`config.mk`:
```
export PLATFORM = sky130hd
export DESIGN_NAME = mem_arb
export DESIGN_NICKNAME = d
export VERILOG_FILES = /design/src/rtl/mem_arb.sv
export SDC_FILE = /design/constraint.sdc
export NUM_CORES = 1
export LEC_CHECK = 0
export BUFFER_PORTS_ARGS = -buffer_cell sky130_fd_sc_hd__clkbuf_2
export CORE_AREA = 4 4 122 124
export CTS_BUF_LIST = sky130_fd_sc_hd__clkbuf_16
export CTS_CLUSTER_SIZE = 10
export DETAILED_ROUTE_END_ITERATION = 16
export DIE_AREA = 0 0 126 128
export PLACE_DENSITY = 0.65
export REMOVE_ABC_BUFFERS = 1
export SLEW_MARGIN = 10
export SYNTH_ARGS = -nofsm -noshare
export SYNTH_HDL_FRONTEND = slang
export SYNTH_SLANG_ARGS = --single-unit
```
`constraint.sdc`:
```
create_clock -name clk -period 1.7 [get_ports clk]
set_clock_uncertainty 0.05 [all_clocks]
set_input_delay 0.34 -clock clk [delete_from_list [all_inputs] [get_ports clk]]
set_output_delay 0.34 -clock clk [all_outputs]
set_load 0.005 [all_outputs]
```
`src/rtl/mem_arb.sv`:
```
// -----------------------------------------------------------------------------
// mem_arb
//
// Shares the single external memory bus between three requesters: I-cache
// line fill, D-cache line fill / uncached load, and D-cache store/writeback.
// One transfer is in flight at a time. D-side wins over I-side, except that a
// 2-bit streak counter forces an I grant after two D grants that were made
// while the I-side was waiting.
//
// Ports
//   clk, reset_n           clock, asynchronous active-low reset
//   icreq, icaddr          I-side line-fill request and address
//   icgnt/icvalid/icdone/icerr   I-side grant, read-beat strobe, done, error
//   dcreq, dcwe, dcburst, dcaddr, dcsz, dcwdata   D-side request and payload
//   dcgnt/dcvalid/dcdone/dcerr/dcwack   D-side grant, read strobe, done,
//                          error, write-beat accepted
//   memreq, memwe, memaddr, memsz, memlen, memwdata   bus request side
//   memack, memrdata, memerr                          bus response side
//
// Read data is not registered here: memrdata goes straight to both caches and
// icvalid/dcvalid tell each one when a beat belongs to it.
// -----------------------------------------------------------------------------
module mem_arb #(
  parameter int BEATS = 4,
  parameter int TMO   = 255
) (
  input  logic        clk,
  input  logic        reset_n,
  // I-side
  input  logic        icreq,
  input  logic [31:0] icaddr,
  output logic        icgnt,
  output logic        icvalid,
  output logic        icdone,
  output logic        icerr,
  // D-side
  input  logic        dcreq,
  input  logic        dcwe,
  input  logic        dcburst,
  input  logic [31:0] dcaddr,
  input  logic [2:0]  dcsz,
  input  logic [63:0] dcwdata,
  output logic        dcgnt,
  output logic        dcvalid,
  output logic        dcdone,
  output logic        dcerr,
  output logic        dcwack,
  // memory bus
  output logic        memreq,
  output logic        memwe,
  output logic [31:0] memaddr,
  output logic [2:0]  memsz,
  output logic [3:0]  memlen,
  output logic [63:0] memwdata,
  input  logic        memack,
  input  logic [63:0] memrdata,
  input  logic        memerr
);

  // Bursts are line aligned: clear the byte offset within a BEATS*8-byte line.
  localparam logic [31:0] LINE_MASK = ~(32'(BEATS * 8) - 32'd1);
  localparam logic [3:0]  BURST_LEN = 4'(BEATS - 1);
  localparam int          TW        = $clog2(TMO + 1);

  typedef enum logic [1:0] {IDLE, XFER, DONE} state_e;
  typedef enum logic [1:0] {OWN_NONE, OWN_I, OWN_DR, OWN_DW} owner_e;

  state_e         state_q;
  owner_e         owner_q;
  logic           memreq_q;
  logic           memwe_q;
  logic [31:0]    memaddr_q;
  logic [2:0]     memsz_q;
  logic [3:0]     memlen_q;
  logic [3:0]     beat_q;
  logic [TW-1:0]  tmo_q;
  logic [1:0]     dstreak_q;
  logic           icgnt_q;
  logic           dcgnt_q;
  logic           icdone_q;
  logic           dcdone_q;
  logic           icerr_q;
  logic           dcerr_q;

  logic [3:0]     beat_d;
  logic [TW-1:0]  tmo_d;
  logic           pick_i;
  logic           ack_x;
  logic           last_beat;
  logic           tmo_hit;
  logic           xfer_err;
  logic           xfer_end;

  // NOTE: every signal assigned in this block is assigned on every pass, so
  // no storage is implied; a missing assignment here would infer a latch.
  always_comb begin
    // I wins when the D-side is quiet or the D streak has reached its limit.
    pick_i    = icreq && (!dcreq || dstreak_q == 2'd2);
    ack_x     = memack && (state_q == XFER);
    beat_d    = beat_q + {3'd0, memack};
    // Timeout counts consecutive ack-less XFER cycles; an ack restarts it.
    tmo_d     = memack ? '0 : tmo_q + 1'b1;
    last_beat = memack && (beat_q == memlen_q);
    tmo_hit   = (tmo_d == TW'(TMO));
    // An error in the same cycle as the final ack still reports an error.
    xfer_err  = memerr || tmo_hit;
    xfer_end  = last_beat || xfer_err;
  end

  // NOTE: state is updated with non-blocking assignments so every register
  // sees the pre-edge values of the others, independent of statement order.
  always_ff @(posedge clk or negedge reset_n) begin
    if (!reset_n) begin
      state_q   <= IDLE;
      owner_q   <= OWN_NONE;
      memreq_q  <= 1'b0;
      memwe_q   <= 1'b0;
      memaddr_q <= '0;
      memsz_q   <= '0;
      memlen_q  <= '0;
      beat_q    <= '0;
      tmo_q     <= '0;
      dstreak_q <= '0;
      icgnt_q   <= 1'b0;
      dcgnt_q   <= 1'b0;
      icdone_q  <= 1'b0;
      dcdone_q  <= 1'b0;
      icerr_q   <= 1'b0;
      dcerr_q   <= 1'b0;
    end else begin
      case (state_q)
        IDLE: begin
          if (icreq || dcreq) begin
            state_q  <= XFER;
            memreq_q <= 1'b1;
            beat_q   <= '0;
            tmo_q    <= '0;
            if (pick_i) begin
              owner_q   <= OWN_I;
              icgnt_q   <= 1'b1;
              memwe_q   <= 1'b0;
              memaddr_q <= icaddr & LINE_MASK;
              memsz_q   <= 3'd7;
              memlen_q  <= BURST_LEN;
              dstreak_q <= '0;
            end else begin
              owner_q <= dcwe ? OWN_DW : OWN_DR;
              dcgnt_q <= 1'b1;
              memwe_q <= dcwe;
              if (dcburst) begin
                memaddr_q <= dcaddr & LINE_MASK;
                memsz_q   <= 3'd7;
                memlen_q  <= BURST_LEN;
              end else begin
                memaddr_q <= dcaddr;
                memsz_q   <= dcsz;
                memlen_q  <= '0;
              end
              // Only D grants that overtake a waiting I request count.
              if (icreq && dstreak_q != 2'd3) begin
                dstreak_q <= dstreak_q + 2'd1;
              end
            end
          end
        end

        XFER: begin
          beat_q <= beat_d;
          tmo_q  <= tmo_d;
          if (xfer_end) begin
            state_q  <= DONE;
            memreq_q <= 1'b0;
            icdone_q <= (owner_q == OWN_I);
            dcdone_q <= (owner_q != OWN_I);
            icerr_q  <= xfer_err && (owner_q == OWN_I);
            dcerr_q  <= xfer_err && (owner_q != OWN_I);
          end
        end

        DONE: begin
          state_q  <= IDLE;
          icgnt_q  <= 1'b0;
          dcgnt_q  <= 1'b0;
          icdone_q <= 1'b0;
          dcdone_q <= 1'b0;
          icerr_q  <= 1'b0;
          dcerr_q  <= 1'b0;
        end

        default: state_q <= IDLE;
      endcase
    end
  end

  // Beat strobes follow memack combinationally, but only inside XFER.
  assign icvalid  = ack_x && (owner_q == OWN_I);
  assign dcvalid  = ack_x && (owner_q == OWN_DR);
  assign dcwack   = ack_x && (owner_q == OWN_DW);

  assign icgnt    = icgnt_q;
  assign dcgnt    = dcgnt_q;
  assign icdone   = icdone_q;
  assign dcdone   = dcdone_q;
  assign icerr    = icerr_q;
  assign dcerr    = dcerr_q;

  assign memreq   = memreq_q;
  assign memwe    = memwe_q;
  assign memaddr  = memaddr_q;
  assign memsz    = memsz_q;
  assign memlen   = memlen_q;
  assign memwdata = (dcgnt_q && memwe_q) ? dcwdata : '0;

  // Read data bypasses the arbiter; it is only qualified by the valid strobes.
  logic unused_rdata;
  assign unused_rdata = ^memrdata;

endmodule

```
# == Yosys cells after proc, flatten, opt, wreduce, memory -nomap -nowiden ==
# Cells that the tools add are included.
# op_classes
n_addsub,3
reduce_logical,28
muxes,37
eq_ne,14
# ops
operator,n
64-bit 2-to-1 mux,1
32-bit 2-to-1 mux,1
8-bit 2-to-1 mux,2
8-bit case mux with 2 select lines,1
2-bit 2-to-1 mux,7
1-bit case mux with 2 select lines,7
1-bit 2-to-1 mux,12
3-bit AND reduction,4
1-bit logical AND,10
2-bit inequality test (second input constant),5
8-bit by 1-bit adder with 8-bit output (second input constant),1
2-bit == test (second input constant),4
8-bit == test (second input constant),1
4-bit case mux with 2 select lines,1
2-bit AND reduction,4
2-bit nonzero test,4
3-bit 2-to-1 mux,2
5-bit 2-to-1 mux,1
4-bit by 1-bit adder with 4-bit output,1
2-bit by 1-bit == test with 1-bit output (second input constant),2
4-bit == test,1
1-bit logical OR,4
4-bit 2-to-1 mux,1
2-bit case mux with 2 select lines,1
4 further kinds,4
# totals
word_cells,98
in_bits,203
output_inout_bits,114
ff_bits,65

# == Logic depth before layout (Yosys ltp) ==
# Gate-level depths: netlist (run 1).
# logic_depth
ltp_word,7
depth_mapped,8
depth_no_buf,7

# == Worst setup path before layout (run 1) ==
# Ideal clock, no wire load.
# synth_path
kind,reg-to-reg
from,register tmo_q[0]
to,"register dcdone_q, in the netlist dcdone"
synth_period_minus_slack_ps,1766
arrival_time_ps,1636
setup_ps,79
required_time_ps,1571
stages_incl_launch_ff,8
path_buffers,1
setup_slack_ps,-66
path_cell_list,dfrtp_1 > ha_1 > clkbuf_1 > nand4b_1 > mux2i_1 > a31oi_4 > o31ai_4 > mux2i_1
# synth_between
elab_chain_len,7
# synth_lines
item,line_no,rtl
from (decl),76,logic [TW-1:0] tmo_q;
from (signal assigned),169,tmo_q <= tmo_d;
8-bit by 1-bit adder with 8-bit output,102,tmo_d = memack ? '0 : tmo_q + 1'b1;
8-bit 2-to-1 mux,102,
8-bit == test,104,tmo_hit = (tmo_d == TW'(TMO));
1-bit logical OR,106,xfer_err = memerr || tmo_hit;
1-bit logical OR,107,xfer_end = last_beat || xfer_err;
2-bit inequality test (no source line),n/a,
2-bit AND reduction (no source line),n/a,
to (signal assigned),174,dcdone_q <= (owner_q != OWN_I);
to (decl),81,logic dcdone_q;
# Every way passes these cells.
# A chain may end at the register's enable or synchronous reset.

# == Worst setup path after layout (run 1) ==
# Ends and elaborated chain as after synthesis.

==> results.py, run 1 <==
metrics = {
    "run_status": {
        "status": "finished with violations",
        "failed_checks": "setup timing",
    },
    "setup_path": {
        "end_kind": "flip-flop",
        "reg2reg_depth": 6,
        "required_ns": 1.90,
        "slowest_stage": "dfrtp_1",
        "cp-startpoint": "tmo_q[0]$_DFFE_PN0P_",
        "cp.depth": 6,
        "critPathKind": "reg2reg",
        "crit_path_cell_trace": "buf_4 > and3_4 > mux2_4 > a31oi_4 > o31ai_4 > mux2i_1",
        "critPathMaxStageDelay_ns": 0.42,
        "critPathLaunchType": "flip-flop",
        "r2r-end": "dcdone$_DFFE_PN0P_",
        "critical_path_arrival_ns": 1.99,
        "path_delay_family": "compound AO/OA/AOI/OAI gates",
        "r2r_slack_ns": -0.09,
        "critPathCapture": "dcdone$_DFFE_PN0P_",
        "cp_max_fo": 6,
        "crit_buf_inv": 1,
        "reg2reg_from": "tmo_q[0]$_DFFE_PN0P_",
    },
    "synth": {
        "synth.area.top_cells": "dfrtp_1 (46%), and3_1 (12%), nand2_1 (8.8%), a31oi_1 (5.7%), nor2_1 (4.7%)",
        "netlist_area_um2": 3410,
        "ys_seq_elements": 62,
        "yosysUniqueCellTypes": 41,
        "yosys-top-cells-count": "nand2_1 (80), and3_1 (66), dfrtp_1 (62)",
        "yosys_warnings": 0,
        "seq_area_frac_synth_pct": 45.5,
        "syn_inst": 405,
        "syn_avg_cell_area_um2": 8.42,
        "async_flop_share_pct": 100,
        "synth_top_cell_area_share_pct": 45.5,
        "synth_most_common_cell": "nand2_1",
        "synthFlopType": "dfrtp_1",
        "yosysTopAreaCell": "dfrtp_1",
        "synth_edf_count": 0,
    },
    "clock_network": {
        "clk_latency_ns": 0.32,
        "cts.sinks": 62,
        "cts_max_level": 3,
        "clk_pin_slew_worst_paths_ns": 0.06,
        "clockBufferDepth": 2,
        "ctsRootBufferMaster": "clkbuf_16",
        "cts_buffers": 9,
        "cts_tree": "done",
    },
    "drt": {
        "viasPerCell": 4.73,
        "ant_nets": 0,
        "drt-pass1-iter-count": 4,
        "drc": 0,
        "avgRoutedWirePerCell_um": 19.8,
        "drt-total-wl_um": 17300,
        "num_vias": 4141,
        "drtIter0Drc": 252,
    },
    "die": {
        "rows": 43,
        "design.core.area_um2": 13800,
        "dieArea_um2": 16100,
        "fp.dieW_um": 126,
        "die_y_um": 128,
        "start_util_pct": 24.7,
        "io_pins": 317,
    },
    "place": {
        "port-buffer-count": 245,
        "dp_hpwl_um": 12300,
        "place_congestion": 0.808,
    },
    "timing": {
        "setup-violations-final": 70,
        "finalSetupTns_ns": -3.10,
        "max_freq_mhz": 558,
        "rsz0062_at_grt": "true",
        "finalMaxSlewViolations": 0,
        "finalHoldViolations": 0,
        "fin_ws_ns": -0.0927,
        "period_minus_slack_ns": 1.79,
        "post-route-period-util_pct": 105,
        "hold_slack_ns": 0.174,
    },
    "hold_path": {
        "min_path_type": "in2reg",
    },
    "job": {
        "maxCapViolCount": 0,
    },
    "grt": {
        "grt_max_degree": 63,
        "gr-usage-all-layers_pct": 19.0,
        "antenna_found_initial": 0,
        "grt_overflow": 0,
        "grt_pass1_wl_um": 23000,
        "grt_pass1_vias": 3983,
    },
    "layout": {
        "syn_to_final_growth_pct": 84.2,
        "final_layout_size_suffix_gt1_share_pct": 56.7,
        "n_antenna_cell": 0,
        "fin_nets": 898,
    },
    "power_and_ir_drop": {
        "ir_drop_mv": 0.631,
        "power_density_nw_per_um2": 1600,
        "p_leak_uw": 0.00325,
    },
}
## where the power goes
| group | total [uW] | switching [uW] | internal [uW] |
|---|---|---|---|
| clock network | 1770 | 657 | 1110 |
| registers | 2540 | 425 | 2110 |
| logic | 5770 | 2720 | 3050 |
## layout by cell type (no fill, tap or decap), drive strengths merged, types with 2 or more instances in the layout
cell type and n:
nand3 7, o21ai 20, buf 86, a21oi 2
clkbuf 232, nand4 4, mux2i 3, nand2b 3
o21a 2, clkinv 3, inv 8, o22a 3
and3 66, dfrtp 62, conb 2, nand2 80
ha 5, or3 2, nor2 43, a31oi 32
o2bb2ai 2, a22o 5, nor3 4, o31ai 3
nand4b 2
## layer usage
metal / GRT usage (%) / wire length [um] / vias to the layer above
met5: 0 / 0 / -
met4: 5.24 / 174 / 0
met3: 14.5 / 2810 / 14
met2: 29.5 / 8160 / 209
met1: 20.4 / 6190 / 1936
li1: - / - / 1982
## registers in the layout (all words and copies together) (netlist names), 2 cells and up
register and flops:
dstreak_q 2, beat_q 4, memaddr 32, tmo_q 8, owner_q 2, memsz 3
state_q 2
## how the worst min path moves through the flow
stage / slack, ns / cells after the start / to / from
floorplan: -0.006 / 0 / beat_q[0]$_DFFE_PN0P_ / reset_n
detailed placement: 0.34 / 2 / icdone$_DFFE_PN0P_ / reset_n
global route: 0.17 / 2 / memsz[0]$_DFFE_PN0P_ / dcsz[0]
global placement: 0.34 / 2 / icdone$_DFFE_PN0P_ / reset_n
finish: 0.17 / 2 / memsz[0]$_DFFE_PN0P_ / dcsz[0]
CTS: 0.16 / 2 / memsz[0]$_DFFE_PN0P_ / dcsz[0]
## stage by stage
stage	worst slack, ns	instances	total power, uW	utilization (%)	area (um^2)
2_1_floorplan	-0.760	369	4260	-	3240
3_3_place_gp	-0.0869	831	6520	36.4	5010
3_5_place_dp	-0.113	831	6560	36.4	5010
4_1_cts	-0.0709	858	8760	40.1	5530
5_1_grt	-0.178	875	10700	45.6	6280
6_report	-0.0927	875	10100	45.6	6280
## kinds of logic after synthesis
| logic type | share of synthesized area [%] |
|---|---|
| AO/OA/AOI/OAI | 14.7 |
| multiplexers | 1.32 |
| AND/OR/NAND/NOR | 30.4 |
| buffers and inverters | 5.62 |
| adder cells (fa/ha/maj) | 1.84 |
| other | 0.110 |
| flip-flops | 45.5 |
| XOR/XNOR | 0.514 |
## cell type report
cell class / count / area, um^2
Sequential cell: 62 / 1560
Multi-Input combinational cell: 301 / 2010
Timing Repair Buffer: 310 / 2180
Clock inverter: 7 / 57.6
Fill cell: 1386 / 7500
Clock buffer: 9 / 225
Tap cell: 180 / 225
Inverter: 6 / 22.5
## what timing repair did
| item | 4_1_cts | 5_1_grt |
|---|---|---|
| pin swaps | 6 | 23 |
| cloned | 1 | 13 |
| resized for setup | 34 | 129 |
| endpoints found under the hold margin | 32 | 0 |
| setup buffers | 9 | 4 |
| endpoints found under the setup margin | 70 | 111 |
| hold buffers | 1 | 0 |
Note: power is estimated with default switching activity, not from simulation.
==> run 2, diff against run 1 <==
CAP_MARGIN = 20   (was not set)
PLACE_DENSITY = not set   (was 0.65)
SETUP_SLACK_MARGIN = 0.3   (was not set)
==> run 2 against run 1 <==
  * The run still ends with setup timing left
  * First-iteration DRC count decreased by 42%
  * Hold slack got worse by 0.0062 ns
  * Non-clock buffer count grew 24
  * Worst setup slack worse by 0.034 ns
  * Register-to-register slack about the same
  * Total power rose by 14%
  * Utilization rose by 6.9 points
  * Global-route usage fell by 0.28 points
  * Critical path type is now reg2out
  * Highest routed layer unchanged
==> results.py, run 2 (synthesized netlist as in run 1, its figures left out) <==
metrics = {
    "power_and_ir_drop": {
        "p_sw_share_pct": 36.0,
        "p_int_uw": 7390,
        "p_leak_uw": 0.00361,
        "switchingPower_uw": 4150,
        "p_total_uw": 11500,
        "p_seq_share_pct": 21.8,
        "power_density_nw_per_um2": 1600,
        "pwr-share-clk_pct": 18.6,
        "comb_power_share_pct": 59.6,
        "ir_drop_mv": 0.589,
    },
    "drt": {
        "viasPerCell": 4.77,
        "drc": 0,
        "drt-pass1-iter-count": 4,
        "num_vias": 4287,
        "drtIter0Drc": 147,
        "drt-total-wl_um": 17300,
        "ant_nets": 0,
        "avgRoutedWirePerCell_um": 19.2,
    },
    "setup_path": {
        "cpMostUsedCell": "buf_6",
        "critPathLaunchType": "flip-flop",
        "critical_path_arrival_ns": 1.44,
        "slowest_stage": "dfrtp_2",
        "critPathKind": "reg2out",
        "required_ns": 1.31,
        "crit_buf_inv": 4,
        "critPathMaxStageDelay_ns": 0.42,
        "cp_max_fo": 8,
        "end_kind": "output pin",
        "crit_path_cell_trace": "buf_6 > buf_12 > buf_16 > and3_4 > buf_6",
        "path_delay_family": "buffers and inverters",
    },
    "clock_network": {
        "clockBufferDepth": 2,
        "clk_pin_slew_worst_paths_ns": 0.06,
        "cts_max_level": 3,
        "clk_latency_ns": 0.33,
        "cts.sinks": 62,
        "ctsRootBufferMaster": "clkbuf_16",
        "cts_buffers": 9,
        "cts_tree": "done",
    },
    "layout": {
        "final_layout_size_suffix_gt1_share_pct": 68.4,
        "n_antenna_cell": 0,
        "final_common_cell": "clkbuf_2",
        "syn_to_final_growth_pct": 112,
        "final_cell_mix": "clkbuf_2 (210), dfrtp_1 (60), and3_4 (51), buf_6 (43), nand2_2 (39)",
        "postLayoutCoreUtil_pct": 52.5,
        "largest_register_ffs": 32,
        "fin_nets": 922,
    },
    "place": {
        "dp_hpwl_um": 11300,
        "place_congestion": 0.770,
        "port-buffer-count": 245,
    },
    "run_status": {
        "status": "finished with violations",
        "failed_checks": "setup timing",
    },
    "die": {
        "dieArea_um2": 16100,
        "fp.dieW_um": 126,
        "design.core.area_um2": 13800,
        "rows": 43,
        "io_pins": 317,
        "start_util_pct": 24.7,
        "die_y_um": 128,
    },
    "timing": {
        "period_minus_slack_ns": 1.83,
        "fin_ws_ns": -0.127,
        "finalHoldViolations": 0,
        "max_freq_mhz": 547,
        "finalMaxSlewViolations": 0,
        "setup-violations-final": 70,
        "hold_slack_ns": 0.168,
        "rsz0062_at_grt": "true",
        "post-route-period-util_pct": 107,
        "finalSetupTns_ns": -3.58,
    },
    "grt": {
        "gr-usage-all-layers_pct": 18.7,
        "grt_pass1_vias": 4077,
        "antenna_found_initial": 0,
        "grt_max_degree": 53,
        "grt_pass1_wl_um": 23100,
        "grt_overflow": 0,
    },
    "job": {
        "maxCapViolCount": 0,
    },
    "hold_path": {
        "min_path_type": "in2reg",
    },
}
## run 2: final timing paths
path,slack (ns),startpoint,depth (start not counted),endpoint
setup / recovery,-0.13,dcgnt$_DFFE_PN0P_,5,memwdata[28]
hold / removal,0.17,dcaddr[4],2,memaddr[4]$_DFFE_PN0P_
setup reg to reg,-0.08,beat_q[0]$_DFFE_PN0P_,5,dcdone$_DFFE_PN0P_
hold reg to reg,0.45,icgnt$_DFFE_PN0P_,1,icgnt$_DFFE_PN0P_
max in group asynchronous,0.64,reset_n,3,memaddr[20]$_DFFE_PN0P_
min in group asynchronous,0.38,reset_n,2,owner_q[0]$_DFFE_PN0P_
## run 2: what timing repair did
item | in CTS | in global routing
hold buffers | 1 | 0
resized for setup | 137 | 163
pin swaps | 88 | 39
endpoints found under the hold margin | 10 | 0
endpoints found under the setup margin | 127 | 128
setup buffers | 16 | 13
gates cloned | 7 | 17
## run 2: cell type report
type,instances,area [um^2]
fill,1277,6550
timing repair buffer,334,2730
multi-input combinational,301,2350
sequential,62,1550
clock buffer,9,225
tap,180,225
clock inverter,7,120
inverter,6,22.5
## run 2: metal layers
metal | part of all wire, % | track usage, % | wire length [um]
met3 | 12 | 9.67 | 2000
met5 | 0 | 0 | 0
met1 | 36 | 21.5 | 6220
met2 | 50 | 30.2 | 8660
met4 | 2.2 | 6.50 | 386
## run 2: stage by stage
| step | cell area [um^2] | setup slack, ns | instances |
|---|---|---|---|
| after floorplan | 3240 | -0.760 | 369 |
| after global placement | 5010 | -0.0846 | 829 |
| after detailed placement | 5010 | -0.0866 | 829 |
| after CTS | 6170 | -0.0655 | 869 |
| after global routing | 7230 | -0.204 | 899 |
| final | 7230 | -0.127 | 899 |
## run 2: power by group through the flow
stage / sequential (uW) / combinational (uW) / clock, uW
3_5_place_dp: 2510 / 3940 / 0
3_3_place_gp: 2500 / 3940 / 0
4_1_cts: 2520 / 5060 / 2190
5_1_grt: 2600 / 7380 / 2260
6_report: 2510 / 6880 / 2140
2_1_floorplan: 2680 / 1570 / 0
==> run 3, diff against run 2 <==
SETUP_SLACK_MARGIN = 0.02   (was 0.3)
TNS_END_PERCENT = 30   (was not set)
==> run 3 against run 2 <==
  * The run still ends with setup timing left
  * Sequential power barely moved
  * Register-to-register slack better by 0.03 ns
  * Combinational power is 35% lower
  * Sequential share of layout area rose by 5.4 points
  * Global-route usage decreased by 1.5 points
  * Utilization shrank 11 points
  * Via count decreased by 8.4%
  * Sequential cell count did not move
==> results.py, run 3 (synthesized netlist as in run 1, its figures left out) <==
metrics = {
    "place": {
        "dpl_cell_area_um2": 5010,
        "place_congestion": 0.770,
        "dp_slack_ns": -0.0866,
        "port-buffer-count": 245,
        "dp_hpwl_um": 11300,
    },
    "die": {
        "start_util_pct": 24.7,
        "io_pins": 317,
        "dieArea_um2": 16100,
        "design.core.area_um2": 13800,
        "die_y_um": 128,
        "fp.dieW_um": 126,
        "rows": 43,
    },
    "hold_path": {
        "min_path_type": "in2reg",
        "min-delay-start": "dcsz[1]",
        "whs_path_depth": 2,
    },
    "clock_network": {
        "ctsRootBufferMaster": "clkbuf_16",
        "clk_pin_slew_worst_paths_ns": 0.06,
        "clk_latency_ns": 0.33,
        "cts_buffers": 9,
        "clockBufferDepth": 2,
        "cts_tree": "done",
        "cts.sinks": 62,
        "cts_max_level": 3,
    },
    "power_and_ir_drop": {
        "ir_drop_mv": 0.584,
        "p_leak_uw": 0.00314,
        "power_density_nw_per_um2": 1580,
        "p_total_uw": 9150,
    },
    "timing": {
        "setup-violations-final": 63,
        "finalMaxSlewViolations": 0,
        "max_freq_mhz": 567,
        "period_minus_slack_ns": 1.76,
        "finalHoldViolations": 0,
        "fin_ws_ns": -0.0645,
        "hold_slack_ns": 0.162,
        "rsz0062_at_grt": "true",
        "post-route-period-util_pct": 104,
        "finalSetupTns_ns": -2.21,
    },
    "drt": {
        "ant_nets": 0,
        "drtIter0Drc": 194,
        "drt-total-wl_um": 14400,
        "viasPerCell": 4.59,
        "num_vias": 3927,
        "avgRoutedWirePerCell_um": 16.9,
        "drc": 0,
        "drt-pass1-iter-count": 5,
    },
    "setup_path": {
        "crit_buf_inv": 2,
        "required_ns": 1.31,
        "critPathMaxStageDelay_ns": 0.52,
        "slowest_stage": "dfrtp_2",
        "critPathKind": "reg2out",
        "critPathLaunchType": "flip-flop",
        "crit_path_cell_trace": "clkbuf_16 > and3_1 > clkbuf_8",
        "cp.depth": 3,
        "cp-startpoint": "memwe$_DFFE_PN0P_",
        "critical_path_arrival_ns": 1.37,
        "reg2reg_depth": 6,
        "cp_max_fo": 8,
        "end_kind": "output pin",
        "reg2reg_from": "tmo_q[0]$_DFFE_PN0P_",
        "path_delay_family": "flip-flops",
    },
    "layout": {
        "seq_area_um2": 1550,
        "syn_to_final_growth_pct": 69.5,
        "n_antenna_cell": 0,
        "final_layout_size_suffix_gt1_share_pct": 50.3,
        "fin_nets": 879,
        "multi_input_area_um2": 1820,
        "finish.instance_area_um2": 5780,
        "fillCellCount": 1442,
        "final_cell_mix": "clkbuf_2 (223), nand2_1 (78), dfrtp_1 (60), and3_1 (53), nor2_1 (41)",
        "final_common_cell": "clkbuf_2",
        "largest_register_ffs": 32,
    },
    "job": {
        "maxCapViolCount": 0,
    },
    "run_status": {
        "failed_checks": "setup timing",
        "status": "finished with violations",
    },
    "grt": {
        "grt_pass1_vias": 3786,
        "grt_max_degree": 53,
        "antenna_found_initial": 0,
        "grt_pass1_wl_um": 21400,
        "gr-usage-all-layers_pct": 17.3,
        "grt_overflow": 0,
    },
}
[run 3: cell count changes in the layout (fill, tap and decap cells not counted), sizes merged]
cell,before,now
buf,112,60
clkbuf,230,239
[run 3: metrics by stage]
step                std cells  utilization (%)
global route              856             41.9
finish                    856             41.9
CTS                       851             40.3
global placement          829             36.4
floorplan                 369                -
detailed placement        829             36.4
[run 3: worst reg2reg max path: stages, from the launching register on]
cell and delay [ns]:
dfrtp_1 0.41, buf_4 0.15, and3_4 0.16, mux2_4 0.21
a31oi_4 0.10, o31ai_4 0.37, mux2i_1 0.22
[run 3: timing repair]
item / CTS / global route
buffers inserted: 5 / 2
gates cloned: 0 / 3
hold endpoints to repair: 10 / 0
gates resized for setup: 36 / 48
hold buffers: 1 / 0
setup endpoints to repair: 94 / 110
pin swaps: 6 / 6
[run 3: path summary, 6_finish.rpt]
| kind | slack [ns] | end |
|---|---|---|
| setup / recovery | -0.06 | memwdata[55] |
| hold / removal | 0.16 | memsz[1]$_DFFE_PN0P_ |
| setup reg to reg | -0.05 | icdone$_DFFE_PN0P_ |
| hold reg to reg | 0.45 | icgnt$_DFFE_PN0P_ |
| max in group asynchronous | 0.63 | memaddr[20]$_DFFE_PN0P_ |
| min in group asynchronous | 0.38 | owner_q[0]$_DFFE_PN0P_ |
[run 3: layer usage]
metal  part of all wire (%)  wire (um)  track usage, %  up-vias
li1                       -          -               -     1941
met1                     39       5670            20.7     1794
met2                     46       6690            27.0      178
met3                     13       1820            9.00       14
met4                    1.7        252            5.43        0
met5                      0          0               0        -
[run 3: cell type report]
cell class | count | share of cell area [%]
repair buffers | 291 | 31.3
inverters | 6 | 0.390
clock inverters | 7 | 2.08
multi-input cells | 301 | 31.5
well taps | 180 | 3.90
clock buffers | 9 | 3.90
flip-flops and latches | 62 | 26.9
[run 3: power by group]
| group | internal, uW | switching, uW |
|---|---|---|
| sequential | 2110 | 423 |
| clock | 1440 | 703 |
| combinational | 2240 | 2240 |
